<file path="src/rtl/nmea_pkg.sv">
// Shared ASCII constants, parser state encoding and character-class helpers
// for the NMEA RMC sentence parser.
package nmea_pkg;

   localparam logic [7:0] CH_DOLLAR = 8'h24;
   localparam logic [7:0] CH_STAR   = 8'h2A;
   localparam logic [7:0] CH_COMMA  = 8'h2C;
   localparam logic [7:0] CH_CR     = 8'h0D;
   localparam logic [7:0] CH_LF     = 8'h0A;
   localparam logic [7:0] CH_A      = 8'h41;
   localparam logic [7:0] CH_V      = 8'h56;

   typedef enum logic [2:0] {
      IDLE   = 3'd0,
      ADDR   = 3'd1,
      IGNORE = 3'd2,
      FIELD  = 3'd3,
      CK_HI  = 3'd4,
      CK_LO  = 3'd5
   } state_t;

   function automatic logic is_digit(input logic [7:0] c);
      return (c >= 8'h30) && (c <= 8'h39);
   endfunction

endpackage

</file>
<file path="src/rtl/nmea_hex_nibble.sv">
// ASCII hex character to 4-bit value; accepts 0-9, A-F and a-f.
module nmea_hex_nibble (
   input  logic [7:0] data,
   output logic       ok,
   output logic [3:0] nibble
);

   always_comb begin
      ok     = 1'b0;
      nibble = 4'h0;
      if ((data >= 8'h30) && (data <= 8'h39)) begin
         ok     = 1'b1;
         nibble = data[3:0];
      end else if (((data >= 8'h41) && (data <= 8'h46)) ||
                   ((data >= 8'h61) && (data <= 8'h66))) begin
         // 'A'/'a' have low nibble 1, so +9 lands on 10
         ok     = 1'b1;
         nibble = data[3:0] + 4'd9;
      end
   end

endmodule

</file>
<file path="src/rtl/nmea_rmc_parser.sv">
// Parses $xxRMC sentences from a UART byte stream, checks the XOR checksum and
// latches UTC time (BCD hhmmss) and fix status on every good sentence.
module nmea_rmc_parser
   import nmea_pkg::*;
#(
   parameter int          maxlen   = 82,
   parameter logic [23:0] sentence = "RMC"
) (
   input  logic        clk,
   input  logic        rst,
   input  logic [7:0]  data,
   input  logic        valid,
   output logic [23:0] time_bcd,
   output logic        fix,
   output logic        update,
   output logic        err,
   output logic [2:0]  fsm_state
);

   localparam logic [7:0] MAXLEN = 8'(maxlen);

   // Byte handshake: a byte is consumed in every cycle where valid=1 (there
   // is no back-pressure); data is only looked at in those cycles.

   state_t      state;
   logic [7:0]  csum;
   logic [6:0]  len;
   logic [3:0]  fld;
   logic [2:0]  dcnt;
   logic        bad;
   logic [23:0] sh_time;
   logic        sh_fix;
   logic [15:0] addr_sr;
   logic [3:0]  ck_hi;

   logic        hex_ok;
   logic [3:0]  hex_val;
   logic [6:0]  len_inc;
   logic        over_len;
   logic        is_eol;
   logic        in_match;

   nmea_hex_nibble u_hex (
      .data   (data),
      .ok     (hex_ok),
      .nibble (hex_val)
   );

   assign len_inc   = len + 7'd1;
   assign over_len  = {1'b0, len_inc} > MAXLEN;
   assign is_eol    = (data == CH_CR) || (data == CH_LF);
   assign in_match  = (state == FIELD) || (state == CK_HI) || (state == CK_LO);
   assign fsm_state = state;

   always_ff @(posedge clk or negedge rst) begin
      if (!rst) begin
         state    <= IDLE;
         csum     <= 8'h00;
         len      <= 7'd0;
         fld      <= 4'd0;
         dcnt     <= 3'd0;
         bad      <= 1'b0;
         sh_time  <= 24'h000000;
         sh_fix   <= 1'b0;
         addr_sr  <= 16'h0000;
         ck_hi    <= 4'h0;
         time_bcd <= 24'h000000;
         fix      <= 1'b0;
         update   <= 1'b0;
         err      <= 1'b0;
      end else begin
         update <= 1'b0;
         err    <= 1'b0;
         if (valid) begin
            if (data == CH_DOLLAR) begin
               // Restart from any state; only an abandoned RMC sentence is an error
               if (in_match) err <= 1'b1;
               state   <= ADDR;
               csum    <= 8'h00;
               len     <= 7'd1;
               fld     <= 4'd0;
               dcnt    <= 3'd0;
               bad     <= 1'b0;
               sh_time <= 24'h000000;
               sh_fix  <= 1'b0;
               addr_sr <= 16'h0000;
            end else if ((state == IDLE) || (state == IGNORE)) begin
               state <= state;
            end else if (over_len || is_eol) begin
               err   <= 1'b1;
               state <= IDLE;
            end else begin
               len <= len_inc;
               case (state)
                  ADDR: begin
                     csum    <= csum ^ data;
                     addr_sr <= {addr_sr[7:0], data};
                     if (len == 7'd5)
                        state <= ({addr_sr, data} == sentence) ? FIELD : IGNORE;
                  end
                  FIELD: begin
                     if (data == CH_STAR) begin
                        state <= CK_HI;
                     end else begin
                        csum <= csum ^ data;
                        if (data == CH_COMMA) begin
                           if ((fld == 4'd1) && (dcnt != 3'd6)) bad <= 1'b1;
                           if (fld != 4'hF) fld <= fld + 4'd1;
                           dcnt <= 3'd0;
                        end else begin
                           case (fld)
                              4'd0: bad <= 1'b1;
                              4'd1: begin
                                 // Fractional seconds after the 6th digit are dropped
                                 if (dcnt != 3'd6) begin
                                    if (is_digit(data)) begin
                                       sh_time <= {sh_time[19:0], data[3:0]};
                                       dcnt    <= dcnt + 3'd1;
                                    end else begin
                                       bad <= 1'b1;
                                    end
                                 end
                              end
                              4'd2: begin
                                 if (data == CH_A)      sh_fix <= 1'b1;
                                 else if (data == CH_V) sh_fix <= 1'b0;
                                 else                   bad    <= 1'b1;
                              end
                              default: ;
                           endcase
                        end
                     end
                  end
                  CK_HI: begin
                     if (hex_ok) begin
                        ck_hi <= hex_val;
                        state <= CK_LO;
                     end else begin
                        err   <= 1'b1;
                        state <= IDLE;
                     end
                  end
                  CK_LO: begin
                     state <= IDLE;
                     if (hex_ok && ({ck_hi, hex_val} == csum) && !bad && (fld >= 4'd2)) begin
                        time_bcd <= sh_time;
                        fix      <= sh_fix;
                        update   <= 1'b1;
                     end else begin
                        err <= 1'b1;
                     end
                  end
                  default: state <= IDLE;
               endcase
            end
         end
      end
   end

endmodule

</file>
<file path="config.mk">
export PLATFORM = sky130hd
export DESIGN_NAME = nmea_rmc_parser
export DESIGN_NICKNAME = d
export VERILOG_FILES = /design/src/rtl/nmea_pkg.sv /design/src/rtl/nmea_hex_nibble.sv /design/src/rtl/nmea_rmc_parser.sv
export SDC_FILE = /design/constraint.sdc
export NUM_CORES = 1
export LEC_CHECK = 0
export CAP_MARGIN = 10
export CORE_MARGIN = 3
export CORE_UTILIZATION = 50
export CTS_CLUSTER_SIZE = 25
export DETAILED_ROUTE_END_ITERATION = 6
export GPL_ROUTABILITY_DRIVEN = 1
export GPL_TIMING_DRIVEN = 0
export PLACE_DENSITY = 0.7
export SLEW_MARGIN = 30
export SYNTH_ARGS = -nofsm -noshare
export SYNTH_HDL_FRONTEND = slang
export SYNTH_SLANG_ARGS = --single-unit
</file>
<file path="constraint.sdc">
create_clock -name clk -period 5.6 [get_ports clk]
set_input_delay 0.84 -clock clk [delete_from_list [all_inputs] [get_ports clk]]
set_output_delay 0.84 -clock clk [all_outputs]
set_load 0.05 [all_outputs]
</file>
== Word level (Yosys, flattened, before mapping) ==
Cells that the tools add are included.

* $add $sub $neg: 4
* $lt $le $gt $ge: 8
* Equal/unequal tests: 31
* Muxes and demuxes: 84
* Bitwise logic cells: 4
* Reductions and logical operators: 41

{| class="wikitable"
|+ Operator list
! cell !! count
|-
| $mux W24 || 9
|-
| $mux W16 || 4
|-
| $mux W3 || 15
|-
| $mux W1 || 36
|-
| $mux W4 || 9
|-
| $mux W8 || 4
|-
| $eq A24 B23 Y1 const B || 1
|-
| $eq A8 B6 Y1 const B || 3
|-
| $mux W7 || 3
|-
| $ne A4 B4 Y1 const B || 5
|-
| $eq A8 B4 Y1 const B || 2
|-
| $eq A8 B7 Y1 const B || 2
|-
| $ge A8 B7 Y1 const B || 2
|-
| $le A8 B7 Y1 const B || 2
|-
| $pmux W8 S2 || 1
|-
| $reduce_and A8 Y1 || 2
|-
| $reduce_bool A2 Y1 || 8
|-
| $reduce_bool A3 Y1 || 5
|-
| $reduce_and A6 Y1 || 2
|-
| $reduce_and A11 Y1 || 1
|-
| $pmux W3 S3 || 1
|-
| $reduce_and A9 Y1 || 1
|-
| $eq A8 B8 Y1 || 1
|-
| $ge A8 B6 Y1 const B || 1
|-
| 32 further kinds || 52
|}

* Flip-flop bits (word level): 98
* Input port bits: 11
* Output and inout bits: 30
* Word-level logic and storage cells: 186

== Logic depth before layout (Yosys ltp) ==
Gate-level depths: netlist of the first run.

* Depth in word-level cells: 15
* Depth in mapped cells: 11
* Gate-level depth less buffers: 9

== Modules after synthesis ==
From an unflattened synthesis of the first run, not the netlist that was laid out.

* Cell total of the unflattened synthesis: 475
* Area total of the unflattened synthesis: 5,157.4 um^2

{| class="wikitable"
|+ By module, submodules not included
! module !! times used !! cells an instance !! area an instance (um^2) !! seq. area each (um^2)
|-
| nmea_rmc_parser || 1 || 450 || 4,953.5 || 2,452.4
|-
| nmea_hex_nibble || 1 || 25 || 203.9 || 0.0
|}

== Least setup slack after synthesis of the first run ==
No wires, ideal clock.

* Kind: in2reg
* From: input port data[3]
* To: register fix
* Library setup time: 0.125 ns
* Arrival: 2.931 ns
* Required time: 5.475 ns
* Path slack: 2.544 ns
* Cell stages on the path: 10
* Path buffers: 3
* Path through: buf_2 -> or3b_4 -> nor4_4 -> a21oi_1 -> a211o_1 -> nor4_2 -> and3b_1 -> buf_6 -> buf_12 -> mux2_4

* Longest elaborated chain between the ends: 10
* Elaborated cells between the ends (all ways): 27
* Those cells by class: 1 x add/sub; 6 x order compare; 4 x eq/ne; 4 x mux; 2 x bitwise; 10 x reduce/logical

{| class="wikitable"
|+ RTL lines
! what !! line !! source
|-
| start, declared || nmea_rmc_parser.sv:11 || <nowiki>input logic [7:0] data,</nowiki>
|-
| $ge A8 B7 Y1 (tied with other cells) || nmea_hex_nibble.sv:14 || <nowiki>end else if (((data >= 8'h41) && (data <= 8'h46)) ||</nowiki>
|-
| $logic_and A1 B1 Y1 (on tied branches) || nmea_hex_nibble.sv:14, nmea_hex_nibble.sv:15 ||
|-
| $logic_or A1 B1 Y1 || nmea_hex_nibble.sv:14 ||
|-
| $mux W4 || nmea_hex_nibble.sv:14 ||
|-
| $mux W4 || nmea_hex_nibble.sv:11 || <nowiki>if ((data >= 8'h30) && (data <= 8'h39)) begin</nowiki>
|-
| $eq A8 B8 Y1 || nmea_rmc_parser.sv:145 || <nowiki>if (hex_ok && ({ck_hi, hex_val} == csum) && !bad && (fld >= 4'd2)) begin</nowiki>
|-
| $logic_and A1 B1 Y1 (3 in a row) || nmea_rmc_parser.sv:145 ||
|-
| $reduce_and A6 Y1 (no line) * || -- ||
|-
| end signal, assigned || nmea_rmc_parser.sv:147 || <nowiki>fix <= sh_fix;</nowiki>
|-
| end, declared || nmea_rmc_parser.sv:14 || <nowiki>output logic fix,</nowiki>
|}

Mark *: on every way between the ends. The rest lies on a longest branch, timed or not.
A chain may end at the register's enable or synchronous reset.

== Final worst setup path of the first run ==
* From: input port data[0]
* To: register addr_sr[8]

* Longest elaborated chain between the ends: 5
* Elaborated cells between the ends (all ways): 10
* Those cells by class: 5 x eq/ne; 1 x mux; 4 x reduce/logical

{| class="wikitable"
|+ RTL lines
! what !! line !! source
|-
| $eq A8 B4 Y1 || nmea_rmc_parser.sv:51 || <nowiki>assign is_eol = (data == CH_CR) || (data == CH_LF);</nowiki>
|-
| $logic_or A1 B1 Y1 || nmea_rmc_parser.sv:51 ||
|-
| $logic_or A1 B1 Y1 || nmea_rmc_parser.sv:89 || <nowiki>end else if (over_len || is_eol) begin</nowiki>
|-
| $ne A2 B2 Y1 (no line) || -- ||
|-
| $reduce_and A4 Y1 (no line) || -- ||
|-
| end signal, assigned || nmea_rmc_parser.sv:97 || <nowiki>addr_sr <= {addr_sr[7:0], data};</nowiki>
|-
| end, declared || nmea_rmc_parser.sv:33 || <nowiki>logic [15:0] addr_sr;</nowiki>
|}

Parallel ways exist; a longest one is shown, timed or not.

==> impl_metrics.json, run 1 <==
{
  "reg2reg_from": "len[0]$_DFFE_PN0P_",
  "cp-start-kind": "primary input",
  "finalWorstSetupSlack_ns": 1.76,
  "grt_antenna_before_repair": 0,
  "grt_usage": 0.195,
  "clock_sink_count": 98,
  "p_sw_frac": 0.251,
  "status": "complete, no violations",
  "syn_area_sq_mm": 0.00505,
  "pwr-share-clk": 0.370,
  "area_growth_pct": 15.7,
  "pwr-share-comb": 0.093,
  "ys_ff_latch": 98,
  "multi_input_area_sq_mm": 0.00235,
  "clk_pin_slew_ns": 0.10,
  "setup_violations": 0,
  "max_freq_mhz": 261,
  "numPortBuffers": 38,
  "yosys_most_used_dff": "dfrtp_1",
  "cts_resized": 0,
  "wl_per_cell_um": 16.1,
  "drive_gt1_frac": 0.132,
  "die_w_um": 106,
  "via_count": 3572,
  "hold_violations": 0,
  "ant_nets": 0,
  "clockBufferDepth": 2,
  "die_area_sq_mm": 0.0113,
  "cp.arrival_ns": 4.14,
  "start_util": 0.517,
  "syn_area_per_cell_sq_um": 11.0,
  "reg2regPathDepth": 9,
  "setup_tns_ns": 0,
  "pre_cts_ws_ns": 1.45,
  "cts_hold_buf": 0,
  "yosys_warnings": 0,
  "fin_skew_ns": 0.0198,
  "drc": 0,
  "num-nets-final": 534,
  "end_kind": "flop",
  "grt_pass1_vias": 3566,
  "numCtsBuffers": 9,
  "rows": 36,
  "r2r_slack_ns": 2.57,
  "synth-async-reset-ratio": 1.00,
  "synth-edff-count": 0,
  "antenna_cells": 0,
  "ioPinCount": 41,
  "synth_fp_nets": 484,
  "critPathMaxFanout": 10,
  "coreArea_sq_mm": 0.00977,
  "cts_root_buf": "clkbuf_8",
  "min_period_over_period": 0.685,
  "ir_drop_mv": 0.125,
  "yosysTopAreaCell": "dfrtp_1",
  "maxCapViolCount": 0,
  "synth-seq-area-share": 0.486,
  "routed_via_density": 5.52,
  "switchingPower_mw": 0.348,
  "power_leakage_nw": 2.79,
  "p_int_mw": 1.04,
  "relSlewSlack": 0.378,
  "rsz0062_at_grt": "false",
  "utilization": 0.597,
  "grt_max_degree": 57,
  "required_ns": 5.91,
  "overflow": 0,
  "cts_tree": "yes",
  "place_congestion": 0.943,
  "hold_path_class": "primary input to async pin",
  "grt_pass1_wl_mm": 17.7,
  "layout.area.seq_sq_mm": 0.00245,
  "clkLatencyLatePin_ns": 0.37,
  "path_class": "primary input to flop",
  "synth_top_cell_area_share": 0.486,
  "postCtsSetupBuffers": 0,
  "yosys-top-cells-area": "dfrtp_1 (49%), mux2i_1 (5.9%), mux2_4 (5.7%)",
  "die_h_um": 106,
  "maxSlewViolCount": 0,
  "first_iter_violations": 240,
  "fin_crit_ns": 3.84,
  "routed_wl_mm": 10.4,
  "nFillCells": 832,
  "seqPwrFrac": 0.537,
  "r2r_end": "addr_sr[8]$_DFFE_PN0P_",
  "netlist_instances": 460,
  "cts_htree_levels": 3,
  "power.density_mw_per_mm2": 238,
  "hpwl_mm": 7.64,
  "first_pass_iters": 4,
  "ys_types": 58,
  "tightest_slew_ns": 0.931
}
state kept, by name, summed over array words and instances, names as in the netlist:
register	flops
addr_sr	16
bad	1
ck_hi	4
csum	8
dcnt	3
err	1
fix	1
fld	4
fsm_state	3
len	7
sh_fix	1
sh_time	24
time_bcd	24
update	1
cell type report:
cell class | instances | area share
buffer | 19 | 0.0214
clock buffer | 10 | 0.0236
clock inverter | 5 | 0.0146
inverter | 31 | 0.0199
multi-input combinational | 312 | 0.403
sequential | 98 | 0.420
tap | 133 | 0.0285
timing repair buffer | 39 | 0.0688
synth_stat cells (4+ instances only):
cell,instances
a21o_1,8
dfrtp_1,98
nor2_1,24
nor4_1,6
nor3_1,5
xor2_1,7
a31oi_1,5
xnor2_1,11
mux2_4,19
o21ai_0,17
inv_1,31
mux2i_1,30
nand3_1,12
nor4b_1,4
nand2_1,54
nor3b_1,5
mux2_2,14
clkbuf_1,11
ha_1,13
and3_1,6
a21oi_1,13
a22o_1,13
critical path, stage by stage:
cell	delay, ns
clkdlybuf4s50_1	0.67
inv_1	0.15
ha_1	0.23
nor2b_1	0.16
a21o_1	0.19
nand3_1	0.10
nand2_1	0.18
nor2_1	0.70
and3_1	0.31
clkbuf_1	0.37
a22o_1	0.22
per-stage QoR:
step | total power [mW] | hold slack, ns | cell area [sq um] | std cells
2_1_floorplan | 0.837 | 0.457 | 5050 | 460
3_3_place_gp | 0.885 | 0.478 | 5600 | 631
3_5_place_dp | 0.889 | 0.480 | 5620 | 632
4_1_cts | 1.40 | 0.430 | 5840 | 647
5_1_grt | 1.45 | 0.443 | 5840 | 647
6_report | 1.39 | 0.418 | 5840 | 647
cells in the final DEF (no fill, tap or decap), types with 4 or more instances in the layout:
cell type | netlist | final
nor2_1 | 24 | 24
a22o_1 | 13 | 13
nor4b_1 | 4 | 4
mux2i_1 | 30 | 30
inv_1 | 31 | 31
a21o_1 | 8 | 8
clkbuf_8 | 0 | 10
mux2_4 | 19 | 19
clkdlybuf4s50_1 | 0 | 37
xnor2_1 | 11 | 11
dfrtp_1 | 98 | 98
a21oi_1 | 13 | 13
ha_1 | 13 | 13
mux2_2 | 14 | 14
nor4_1 | 6 | 6
nor3b_1 | 5 | 5
o21ai_0 | 17 | 17
nand2_1 | 54 | 54
and3_1 | 6 | 6
a31oi_1 | 5 | 5
clkbuf_1 | 11 | 11
nor3_1 | 5 | 5
xor2_1 | 7 | 7
nand3_1 | 12 | 12
layer usage:
| metal | up-vias | part of all wire | track usage |
|---|---|---|---|
| met4 | 0 | 0.013 | 0.0639 |
| met2 | 80 | 0.46 | 0.307 |
| met3 | 14 | 0.049 | 0.0346 |
| li1 | 1726 | - | - |
| met1 | 1752 | 0.47 | 0.275 |
| met5 | - | 0 | 0 |
power groups by stage:
| stage | combinational, mW | sequential, mW | clock [mW] |
|---|---|---|---|
| after floorplan | 0.0780 | 0.759 | 0 |
| after CTS | 0.130 | 0.746 | 0.526 |
| final | 0.129 | 0.746 | 0.515 |
| after detailed placement | 0.130 | 0.759 | 0 |
| after global routing | 0.145 | 0.749 | 0.556 |
| after global placement | 0.126 | 0.759 | 0 |
cells by family after synthesis:
group           Yosys count  share of synthesized area
compound gates           78                      0.105
xor+xnor                 18                     0.0312
simple gates            140                      0.151
fa+ha+maj                13                     0.0322
flops                    98                      0.486
mux                      63                      0.147
buf+inv                  50                     0.0478
worst max-delay path by stage:
stage / startpoint / cells after the start / slack [ns] / end
final: data[0] / 11 / 1.76 / addr_sr[8]$_DFFE_PN0P_
after CTS: data[1] / 12 / 1.83 / time_bcd[5]$_DFFE_PN0P_
after floorplan: data[3] / 10 / 2.54 / fix$_DFFE_PN0P_
after detailed placement: data[0] / 11 / 1.45 / addr_sr[10]$_DFFE_PN0P_
after global placement: rst / 1 / 0.13 / ck_hi[3]$_DFFE_PN0P_
after global routing: data[0] / 11 / 1.57 / addr_sr[8]$_DFFE_PN0P_
Power figures use the tool's default switching activity.
==> inputs of run 2 (changes only) <==
==> constraint.sdc (replaced) <==
create_clock -name clk -period 3.7 [get_ports clk]
set_input_delay 0.555 -clock clk [delete_from_list [all_inputs] [get_ports clk]]
set_output_delay 0.555 -clock clk [all_outputs]
set_load 0.05 [all_outputs]
==> impl_metrics.json, run 2 (synthesized netlist as in run 1, its figures left out) <==
{
  "status": "complete, no violations",
  "p_int_mw": 1.58,
  "finalWorstSetupSlack_ns": 0.331,
  "pwr-share-clk": 0.370,
  "pwr-share-comb": 0.093,
  "cts_resized": 0,
  "place_congestion": 0.943,
  "cts_root_buf": "clkbuf_8",
  "cts_hold_buf": 0,
  "hold_path_class": "primary input to async pin",
  "cts_htree_levels": 3,
  "dpl_cell_area_sq_mm": 0.00562,
  "ir_drop_mv": 0.189,
  "layout.area.seq_sq_mm": 0.00245,
  "die_h_um": 106,
  "reg2reg_from": "fld[0]$_DFFE_PN0P_",
  "antenna_cells": 0,
  "grt_pass1_wl_mm": 17.7,
  "power_mw": 2.10,
  "r2r_end": "time_bcd[5]$_DFFE_PN0P_",
  "overflow": 0,
  "max_freq_mhz": 297,
  "cp-start-kind": "primary input",
  "relSlewSlack": 0.385,
  "power_leakage_nw": 2.80,
  "power.density_mw_per_mm2": 360,
  "routed_wl_mm": 10.4,
  "drc": 0,
  "cp-startpoint": "data[0]",
  "start_util": 0.517,
  "first_iter_violations": 238,
  "num-nets-final": 534,
  "layout_common_cells": "dfrtp_1 (98), nand2_1 (54), clkdlybuf4s50_1 (36)",
  "final_area_sq_mm": 0.00584,
  "hold_violations": 0,
  "layout_commonest_cell": "dfrtp_1",
  "ioPinCount": 41,
  "maxCapViolCount": 0,
  "wl_per_cell_um": 16.1,
  "hold_ws_ns": 0.132,
  "drive_gt1_frac": 0.134,
  "seqPwrFrac": 0.537,
  "routed_via_density": 5.57,
  "numCtsBuffers": 9,
  "required_ns": 3.95,
  "die_area_sq_mm": 0.0113,
  "nFillCells": 830,
  "min_period_over_period": 0.911,
  "multi_input_area_sq_mm": 0.00236,
  "maxSlewViolCount": 0,
  "end_kind": "flop",
  "clk_pin_slew_ns": 0.10,
  "grt_max_degree": 57,
  "grt_pass1_vias": 3566,
  "clock_sink_count": 98,
  "setup_violations": 0,
  "path_class": "primary input to flop",
  "critPathMaxFanout": 10,
  "fin_crit_ns": 3.37,
  "cts_tree": "yes",
  "reg2regPathDepth": 11,
  "clockBufferDepth": 2,
  "area_growth_pct": 15.8,
  "rsz0062_at_grt": "false",
  "fin_skew_ns": 0.0185,
  "hpwl_mm": 7.64,
  "grt_antenna_before_repair": 0,
  "die_w_um": 106,
  "utilization": 0.598,
  "ant_nets": 0,
  "switchingPower_mw": 0.527,
  "rows": 36,
  "r2r_slack_ns": 0.74,
  "p_sw_frac": 0.251,
  "postCtsSetupBuffers": 0,
  "via_count": 3603,
  "tightest_slew_ns": 0.921,
  "first_pass_iters": 4,
  "numPortBuffers": 38,
  "coreArea_sq_mm": 0.00977,
  "pre_cts_ws_ns": -0.163,
  "top_regs": "sh_time: 24 flops, time_bcd: 24 flops, addr_sr: 16 flops",
  "clkLatencyLatePin_ns": 0.37,
  "grt_usage": 0.195,
  "cp.arrival_ns": 3.62,
  "crit_path_end": "time_bcd[5]$_DFFE_PN0P_"
}
## run 2: cell count changes in the layout (fill, tap and decap cells not counted), sizes merged
cell	delta
clkdlybuf4s50	-1
dlymetal6s2s	+1
## run 2: through the flow
stage / TNS, ns / instances
2_1_floorplan: 0 / 460
5_1_grt: 0 / 647
3_5_place_dp: -4.69 / 632
3_3_place_gp: -149.35 / 631
4_1_cts: 0 / 647
6_report: 0 / 647
## run 2: per-layer routing
metal | track usage | routed length, um | share of wire
met1 | 0.275 | 4910 | 0.47
met2 | 0.307 | 4840 | 0.47
met3 | 0.0346 | 496 | 0.048
met4 | 0.0639 | 157 | 0.015
met5 | 0 | 0 | 0
## run 2: final cells by class
cell class                 count  area share
buffer                        19      0.0214
clock buffer                  10      0.0235
clock inverter                 5      0.0146
inverter                      31      0.0199
multi-input combinational    312       0.403
sequential                    98       0.420
tap                          133      0.0285
timing repair buffer          39      0.0692
## run 2: critical path: stages
cell and delay (ns):
clkdlybuf4s50_1 0.66, inv_1 0.15, ha_1 0.25, o21bai_1 0.26, a21oi_2 0.15, xnor2_1 0.24
xor2_1 0.11, nor4_2 0.36, and3b_1 0.23, buf_6 0.17, buf_12 0.16, mux2_4 0.30
## run 2: how the worst min path moves through the flow
stage	start	end	slack [ns]
floorplan	rst	addr_sr[0]$_DFFE_PN0P_	0.26
global placement	addr_sr[8]$_DFFE_PN0P_	addr_sr[8]$_DFFE_PN0P_	0.48
detailed placement	addr_sr[15]$_DFFE_PN0P_	addr_sr[15]$_DFFE_PN0P_	0.48
CTS	rst	update$_DFF_PN0_	0.15
global route	rst	time_bcd[2]$_DFFE_PN0P_	0.16
finish	rst	update$_DFF_PN0_	0.13
## run 2: power by group through the flow
stage                     registers (mW)  clock network [mW]  logic (mW)
after floorplan                     1.15                   0       0.118
after global placement              1.15                   0       0.191
after detailed placement            1.15                   0       0.196
after CTS                           1.13               0.796       0.196
after global routing                1.13               0.841       0.219
final                               1.13               0.778       0.195
==> inputs of run 3 (changes only) <==
--- a/config.mk
+++ b/config.mk
@@ -12,7 +12,7 @@
 export DETAILED_ROUTE_END_ITERATION = 6
 export GPL_ROUTABILITY_DRIVEN = 1
 export GPL_TIMING_DRIVEN = 0
-export PLACE_DENSITY = 0.7
+export PLACE_DENSITY = 0.73
 export SLEW_MARGIN = 30
 export SYNTH_ARGS = -nofsm -noshare
 export SYNTH_HDL_FRONTEND = slang
==> constraint.sdc (replaced) <==
create_clock -name clk -period 3.01 [get_ports clk]
set_input_delay 0.4515 -clock clk [delete_from_list [all_inputs] [get_ports clk]]
set_output_delay 0.4515 -clock clk [all_outputs]
set_load 0.05 [all_outputs]
==> impl_metrics.json, run 3 (synthesized netlist as in run 1, its figures left out) <==
{
  "drc": 0,
  "ioPinCount": 41,
  "tightest_slew_ns": 0.610,
  "clock_sink_count": 98,
  "layout_common_cells": "dfrtp_1 (98), nand2_1 (54), clkdlybuf4s50_1 (32)",
  "fin_skew_ns": 0.00865,
  "power_leakage_nw": 2.84,
  "grt_pass1_vias": 3658,
  "place_congestion": 0.900,
  "maxCapViolCount": 0,
  "numCtsBuffers": 9,
  "hold_path_class": "primary input to flop",
  "clockBufferDepth": 2,
  "cp.arrival_ns": 3.21,
  "overflow": 0,
  "hpwl_mm": 7.86,
  "grt_max_degree": 64,
  "die_w_um": 106,
  "numPortBuffers": 38,
  "setup_violations": 0,
  "hold_violations": 0,
  "power.density_mw_per_mm2": 430,
  "cp-start-kind": "primary input",
  "status": "complete, no violations",
  "cts_root_buf": "clkbuf_8",
  "cts_htree_levels": 3,
  "max_freq_mhz": 339,
  "end_kind": "flop",
  "maxSlewViolCount": 0,
  "fin_crit_ns": 2.95,
  "ir_drop_mv": 0.243,
  "finalWorstSetupSlack_ns": 0.0572,
  "top_regs": "sh_time: 24 flops, time_bcd: 24 flops, addr_sr: 16 flops",
  "drive_gt1_frac": 0.159,
  "wl_per_cell_um": 16.9,
  "grt_antenna_before_repair": 0,
  "ant_nets": 0,
  "rows": 36,
  "cts_tree": "yes",
  "setup_tns_ns": 0,
  "start_util": 0.517,
  "min_period_over_period": 0.981,
  "required_ns": 3.27,
  "relSlewSlack": 0.593,
  "clk_pin_slew_ns": 0.10,
  "pre_cts_ws_ns": -0.775,
  "clkLatencyLatePin_ns": 0.37,
  "antenna_cells": 0,
  "die_h_um": 106,
  "routed_via_density": 5.61,
  "power_mw": 2.54,
  "layout_commonest_cell": "dfrtp_1",
  "first_pass_iters": 4,
  "die_area_sq_mm": 0.0113,
  "area_growth_pct": 17.1,
  "grt_usage": 0.204,
  "coreArea_sq_mm": 0.00977,
  "grt_pass1_wl_mm": 18.5,
  "critPathMaxFanout": 10,
  "routed_wl_mm": 11.0,
  "num-nets-final": 536,
  "via_count": 3645,
  "path_class": "primary input to flop",
  "first_iter_violations": 163
}
-- run 3: cell types whose count changed in the layout (fill, tap and decap cells not counted), moves of 2 or more --
cell             before  now
clkbuf_2              0    4
clkdlybuf4s50_1      36   32
clkbuf_1             11    8
a21oi_2               2    0
a21oi_4               0    2
-- run 3: report_power, final --
part	internal, mW	total, mW	switching (mW)
clock	0.400	0.900	0.501
combinational	0.0999	0.252	0.152
sequential	1.35	1.39	0.0420
total	1.85	2.54	0.694
-- run 3: worst paths after layout --
check / endpoint / cells past startpoint / slack, ns / startpoint
max: time_bcd[9]$_DFFE_PN0P_ / 10 / 0.06 / data[6]
min: addr_sr[4]$_DFFE_PN0P_ / 3 / 0.42 / data[4]
min in group asynchronous: sh_time[18]$_DFFE_PN0P_ / 2 / 0.52 / rst
max reg2reg: time_bcd[9]$_DFFE_PN0P_ / 11 / 0.15 / fld[0]$_DFFE_PN0P_
min reg2reg: csum[6]$_DFFE_PN0P_ / 1 / 0.50 / csum[6]$_DFFE_PN0P_
max in group asynchronous: addr_sr[7]$_DFFE_PN0P_ / 3 / 1.86 / rst
-- run 3: critical path, stage by stage --
cell           delay, ns
dlygate4sd2_1       0.41
or3b_4              0.47
nor4_4              0.28
a21oi_1             0.12
a211o_1             0.32
nor4_4              0.30
and3b_1             0.22
buf_6               0.17
buf_12              0.16
mux2_4              0.30
-- run 3: cell type report --
type	count	area [sq um]
tap	133	166
inverter	31	116
clock buffer	9	124
multi-input combinational	312	2410
timing repair buffer	41	427
fill	809	3860
clock inverter	7	81.3
buffer	19	129
sequential	98	2450
-- run 3: metal layers --
| metal | GRT usage | wire [um] |
|---|---|---|
| met5 | 0 | 0 |
| met3 | 0.0291 | 481 |
| met2 | 0.334 | 5440 |
| met4 | 0.0658 | 143 |
| met1 | 0.283 | 4930 |
-- run 3: timing repair --
action,CTS,global route
pin swaps,0,3
resized for setup,9,16
endpoints found under the hold margin,35,0
setup buffers,0,1
hold buffers,1,0
endpoints found under the setup margin,48,67
-- run 3: through the flow --
stage	std cells	hold slack, ns	cell area [sq um]	util
after floorplan	460	0.156	5050	-
after global placement	631	0.478	5600	0.572
after detailed placement	632	0.368	5630	0.576
after CTS	649	0.404	5850	0.599
after global routing	650	0.442	5910	0.605
final	650	0.424	5910	0.605
==> patch 1 (settings of run 3) <==
Set the parameter `maxlen` to 64 (it was 82).
--- a/src/rtl/nmea_rmc_parser.sv
+++ b/src/rtl/nmea_rmc_parser.sv
@@ -3,7 +3,7 @@
 module nmea_rmc_parser
    import nmea_pkg::*;
 #(
-   parameter int          maxlen   = 82,
+   parameter int          maxlen   = 64,
    parameter logic [23:0] sentence = "RMC"
 ) (
    input  logic        clk,
Behaviour: same outputs for any inputs over 4 cycles, from zero or initial values and one cycle with rst low; that may be too few to reach the edited logic, so the function may still have changed.
==> patch 1 against run 3 <==
Fmax grew 1.4%; global-route usage shrank 0.50 points; setup slack gained 0.040 ns; synthesized area shrank 1.3%; power grew 3.8%; register-to-register slack gained 0.11 ns; final area shrank 1.2%; wire length shrank 1.1%; sequential share of layout area grew 0.52 points; hold slack gained 0.024 ns; core utilization grew 1.2 points; sequential cell count is the same.
==> patch 1: results <==
group,metric,value,unit
status,status,"finished, final reports clean",
critical_path,worst_ep_arrival_time,3.16,ns
critical_path,crit_family,"buffers and inverters",
critical_path,slowest_stage,"sky130_fd_sc_hd__clkdlybuf4s50_1",
clocking,clock_path_buffers,2,
global_route,first_global_vias,3777,
global_route,first_pass_grt_wire_length,18.1,mm
critical_path,critical_path.startpoint,"data[3]",
placement,dp.final_hpwl,7.90,mm
synthesis,synth.area.top_cells,"sky130_fd_sc_hd__dfrtp_1, sky130_fd_sc_hd__mux2_2, sky130_fd_sc_hd__mux2_1",
power,p_leak,2.94,nW
detailed_routing,routedWlPerCell,16.7,um
power,vdd_ir_drop_max,0.000232,V
synthesis,complex_gate_fraction_of_the_synthesized_area,11.3,%
critical_path,max_stage_delay,0.63,ns
synthesis,synthXorXnorAreaFrac,1.93,%
synthesis,ys_types,56,
critical_path,timing.critical_path.to,"time_bcd[3]$_DFFE_PN0P_",
placement,gp_congestion,0.887,
global_route,gr-usage-met1,26.0,%
synthesis,syn_inst,463,
placement,placedCellCount,630,
placement,placedInstanceArea,5540,um2
timing,worst_clock_skew,0.0162,ns
layout,post_layout_nonfiller_instances,651,
critical_path,crit-reg2reg-launch,"len[0]$_DFFE_PN0P_",
timing,min_period_over_period,96.8,%
synthesis,yosysSeqAreaShare,49.2,%
synthesis,post_synth_most_frequent_cells,"sky130_fd_sc_hd__dfrtp_1, sky130_fd_sc_hd__nand2_1, sky130_fd_sc_hd__inv_1, sky130_fd_sc_hd__mux2_2, sky130_fd_sc_hd__o21ai_0",
synthesis,syn-num-nets,486,
global_route,grt_start_max_net_pins,70,
synthesis,yosys-mux-area-fraction,15.0,%
placement,port_buffer_count,37,
critical_path,reg2reg_to,"time_bcd[3]$_DFFE_PN0P_",
synthesis,yosys.area_share.adder,3.01,%
timing,slew_headroom,44.6,%
layout,fillCellCount,782,
global_route,globalRouteMet2Util,32.9,%
placement,dp_worst_setup_slack,-1.03,ns
hold_path,holdCritStartpoint,"data[7]",
hold_path,whs_endpoint,"csum[7]$_DFFE_PN0P_",
timing,finalHoldWorstSlack,0.447,ns
global_route,grt_usage,19.9,%
detailed_routing,detailed_route_vias_per_instance,5.85,
clocking,cts.reportedPaths.clkPinSlew,0.10,ns
layout,post_route_cells_drive_above_1_share,13.8,%
detailed_routing,number_of_design_rule_violations_left_by_the_first_detailed_router_iteration,251,
critical_path,worst_r2r_path_depth,9,
layout,antenna-diode-count,0,
global_route,number_of_antenna_violations_at_the_first_check_in_global_routing,0,
layout,nets,540,
critical_path,regToRegSetupSlack,0.26,ns
power,internal-power,0.00189,W
==> patch 1: cell count changes after synthesis, moves of 4 or more <==
| cell | change |
|---|---|
| sky130_fd_sc_hd__a22o_1 | -4 |
| sky130_fd_sc_hd__o31ai_1 | +6 |
| sky130_fd_sc_hd__nand4_1 | +11 |
| sky130_fd_sc_hd__xnor2_1 | -4 |
| sky130_fd_sc_hd__mux2i_1 | -8 |
| sky130_fd_sc_hd__nor2_1 | -4 |
| sky130_fd_sc_hd__a21o_1 | -5 |
| sky130_fd_sc_hd__nand2_1 | -16 |
| sky130_fd_sc_hd__mux2_1 | +20 |
| sky130_fd_sc_hd__or3_1 | +5 |
| sky130_fd_sc_hd__mux2_2 | +13 |
| sky130_fd_sc_hd__mux2_4 | -19 |
| sky130_fd_sc_hd__o21ai_0 | +7 |
==> patch 1: layout make-up <==
type                       count  area (um2)  share of cell area [%]
buffer                        20         100                    1.71
clock buffer                   9         124                    2.12
multi-input combinational    311        2340                    40.1
tap                          129         161                    2.77
timing repair buffer          43         440                    7.55
inverter                      34         128                    2.19
sequential                    98        2450                    42.0
clock inverter                 7        91.3                    1.56
==> patch 1: repair_timing <==
item	4_1_cts	5_1_grt
resized for setup	10	10
setup buffers	2	2
hold endpoints to repair	29	0
hold buffers	1	0
endpoints found under the setup margin	91	55
pin swaps	2	4
==> patch 1: per-layer routing <==
metal | up-vias | wire [um]
li1 | 1780 | -
met1 | 1903 | 4930
met2 | 104 | 5160
met3 | 22 | 540
met4 | 0 | 240
met5 | - | 0
==> patch 1: power groups by stage <==
stage	combinational [W]	sequential (W)	clock (W)
final	0.000319	0.00140	0.000919
after floorplan	0.000180	0.00143	0
after CTS	0.000305	0.00140	0.000935
after global placement	0.000283	0.00142	0
after global routing	0.000350	0.00141	0.000994
after detailed placement	0.000294	0.00143	0
==> patch 2 (flow settings as in run 3) <==
Without the edit above. Register the output `fsm_state` once more, without a reset; this adds one clock of latency there. The other outputs are not delayed to match.
--- a/src/rtl/nmea_rmc_parser.sv
+++ b/src/rtl/nmea_rmc_parser.sv
@@ -50,7 +50,9 @@
    assign over_len  = {1'b0, len_inc} > MAXLEN;
    assign is_eol    = (data == CH_CR) || (data == CH_LF);
    assign in_match  = (state == FIELD) || (state == CK_HI) || (state == CK_LO);
-   assign fsm_state = state;
+   always_ff @(posedge clk) begin
+      fsm_state <= state;
+   end
 
    always_ff @(posedge clk or negedge rst) begin
       if (!rst) begin
Formal check against the unedited RTL: not equivalent (Yosys sat finds a counterexample within 4 cycles, from zero or initial values and one cycle with rst low).
==> patch 2 against run 3 <==
Synthesized area shrank 1.8%; sequential cell count grew 3; sequential share of layout area grew 1.4 points; fmax grew 1.5%; power grew 13%; via count grew 1.3%; critical path depth is the same; final area shrank 1.0%; setup slack gained 0.044 ns; die area shrank 1.7%; wire length shrank 5.0%; count of clock-buffer cells in the layout is the same; final cell count grew 0.15%; largest cell class unchanged; largest power group unchanged.
==> patch 2: results <==
group,metric,value,unit
clocking,clockRootBuffer,"sky130_fd_sc_hd__clkbuf_8",
synthesis,yosys.area_share.adder,3.28,%
detailed_routing,number_of_design_rule_violations_left_by_the_first_detailed_router_iteration,362,
critical_path,max_stage_delay,0.60,ns
synthesis,complex_gate_fraction_of_the_synthesized_area,9.29,%
status,status,"finished, final reports clean",
detailed_routing,detailedRoute.firstPassIterationCount,5,
global_route,grt_start_max_net_pins,75,
placement,dp_worst_setup_slack,-0.910,ns
global_route,first_pass_grt_wire_length,17.6,mm
global_route,grt_usage,19.5,%
timing,worst_clock_skew,0.0109,ns
critical_path,worst_ep_arrival_time,3.17,ns
layout,post_route_cells_drive_above_1_share,15.1,%
timing,tightestPinTransition,0.562,ns
global_route,first_global_vias,3566,
synthesis,synthXorXnorAreaFrac,2.30,%
synthesis,syn-num-nets,484,
power,net_switching_component_of_the_power,0.000813,W
clocking,cts.reportedPaths.clkPinSlew,0.11,ns
synthesis,ys_types,55,
layout,nets,541,
critical_path,slowest_stage,"sky130_fd_sc_hd__or4b_1",
synthesis,asyncSetResetFlopFracSynth,97.0,%
synthesis,yosysSeqAreaShare,50.7,%
power,p_leak,2.98,nW
synthesis,synth.area.top_cells,"sky130_fd_sc_hd__dfrtp_1, sky130_fd_sc_hd__mux2_2, sky130_fd_sc_hd__mux2i_1",
detailed_routing,finalWirelength,10.4,mm
layout,antenna-diode-count,0,
placement,placedInstanceArea,5520,um2
power,vdd_ir_drop_max,0.000238,V
synthesis,yosys-mux-area-fraction,15.6,%
detailed_routing,detailed_route_vias_per_instance,5.67,
synthesis,post_synth_most_frequent_cells,"sky130_fd_sc_hd__dfrtp_1, sky130_fd_sc_hd__nand2_1, sky130_fd_sc_hd__mux2_2, sky130_fd_sc_hd__inv_1, sky130_fd_sc_hd__mux2i_1",
placement,port_buffer_count,37,
placement,gp_congestion,0.937,
critical_path,crit_path_max_fanout,7,
hold_path,path_class_of_the_lowest_slack_min_delay_path,"flip-flop to flip-flop",
placement,dp.final_hpwl,7.56,mm
layout,fillCellCount,770,
clocking,cts-htree-levels,3,
global_route,number_of_antenna_violations_at_the_first_check_in_global_routing,0,
==> patch 2: stage by stage <==
stage	std cells	hold slack, ns	power (W)	utilization (%)
floorplan	460	0.156	0.00183	-
global placement	626	0.351	0.00194	58.3
detailed placement	627	0.332	0.00196	58.6
CTS	648	0.391	0.00289	61.7
global route	651	0.404	0.00301	62.1
finish	651	0.389	0.00288	62.1
==> patch 2: kinds of logic (layout without fill, tap and decap cells) <==
kind of cell | count (synthesis) | in the layout
xor+xnor | 13 | 13
flops | 101 | 101
compound gates | 69 | 69
fa+ha+maj | 13 | 13
simple gates | 141 | 141
mux | 72 | 72
buf+inv | 51 | 113
==> patch 2: final timing paths <==
check                                startpoint                       end  slack, ns  depth (start not counted)
max                                     data[4]  time_bcd[20]$_DFFE_PN0P_       0.10                         10
min                        state[1]$_DFFE_PN0P_      fsm_state[1]$_DFF_P_       0.39                          0
max reg2reg                  fld[0]$_DFFE_PN0P_  time_bcd[20]$_DFFE_PN0P_       0.13                         11
min reg2reg                state[1]$_DFFE_PN0P_      fsm_state[1]$_DFF_P_       0.39                          0
max in group asynchronous                   rst   time_bcd[3]$_DFFE_PN0P_       1.89                          3
min in group asynchronous                   rst        len[3]$_DFFE_PN0P_       0.50                          2
==> patch 2: cell type report <==
class	count	area (um2)	share of cell area (%)
sequential	101	2510	42.9
tap	129	161	2.76
clock buffer	9	124	2.12
inverter	30	113	1.92
clock inverter	7	91.3	1.56
timing repair buffer	46	453	7.74
buffer	21	110	1.88
multi-input combinational	308	2290	39.1
==> patch 2: power groups by stage <==
stage / sequential (W) / combinational (W) / clock (W)
global route: 0.00160 / 0.000406 / 0.00101
CTS: 0.00158 / 0.000365 / 0.000946
global placement: 0.00160 / 0.000345 / 0
floorplan: 0.00158 / 0.000249 / 0
finish: 0.00158 / 0.000365 / 0.000932
detailed placement: 0.00160 / 0.000359 / 0
==> patch 2: repair_timing <==
item	CTS	global route
gates resized for setup	13	12
hold endpoints to repair	24	0
gates cloned	0	1
hold buffers	1	0
buffers inserted	4	2
endpoints found under the setup margin	91	61
pin swaps	4	4
==> patch 2: layer usage <==
layer	up-vias	wire, um	GRT usage [%]
met2	120	4910	29.6
met5	-	0	0
met3	22	554	3.92
met1	1831	4810	27.8
li1	1719	-	-
met4	0	163	7.03
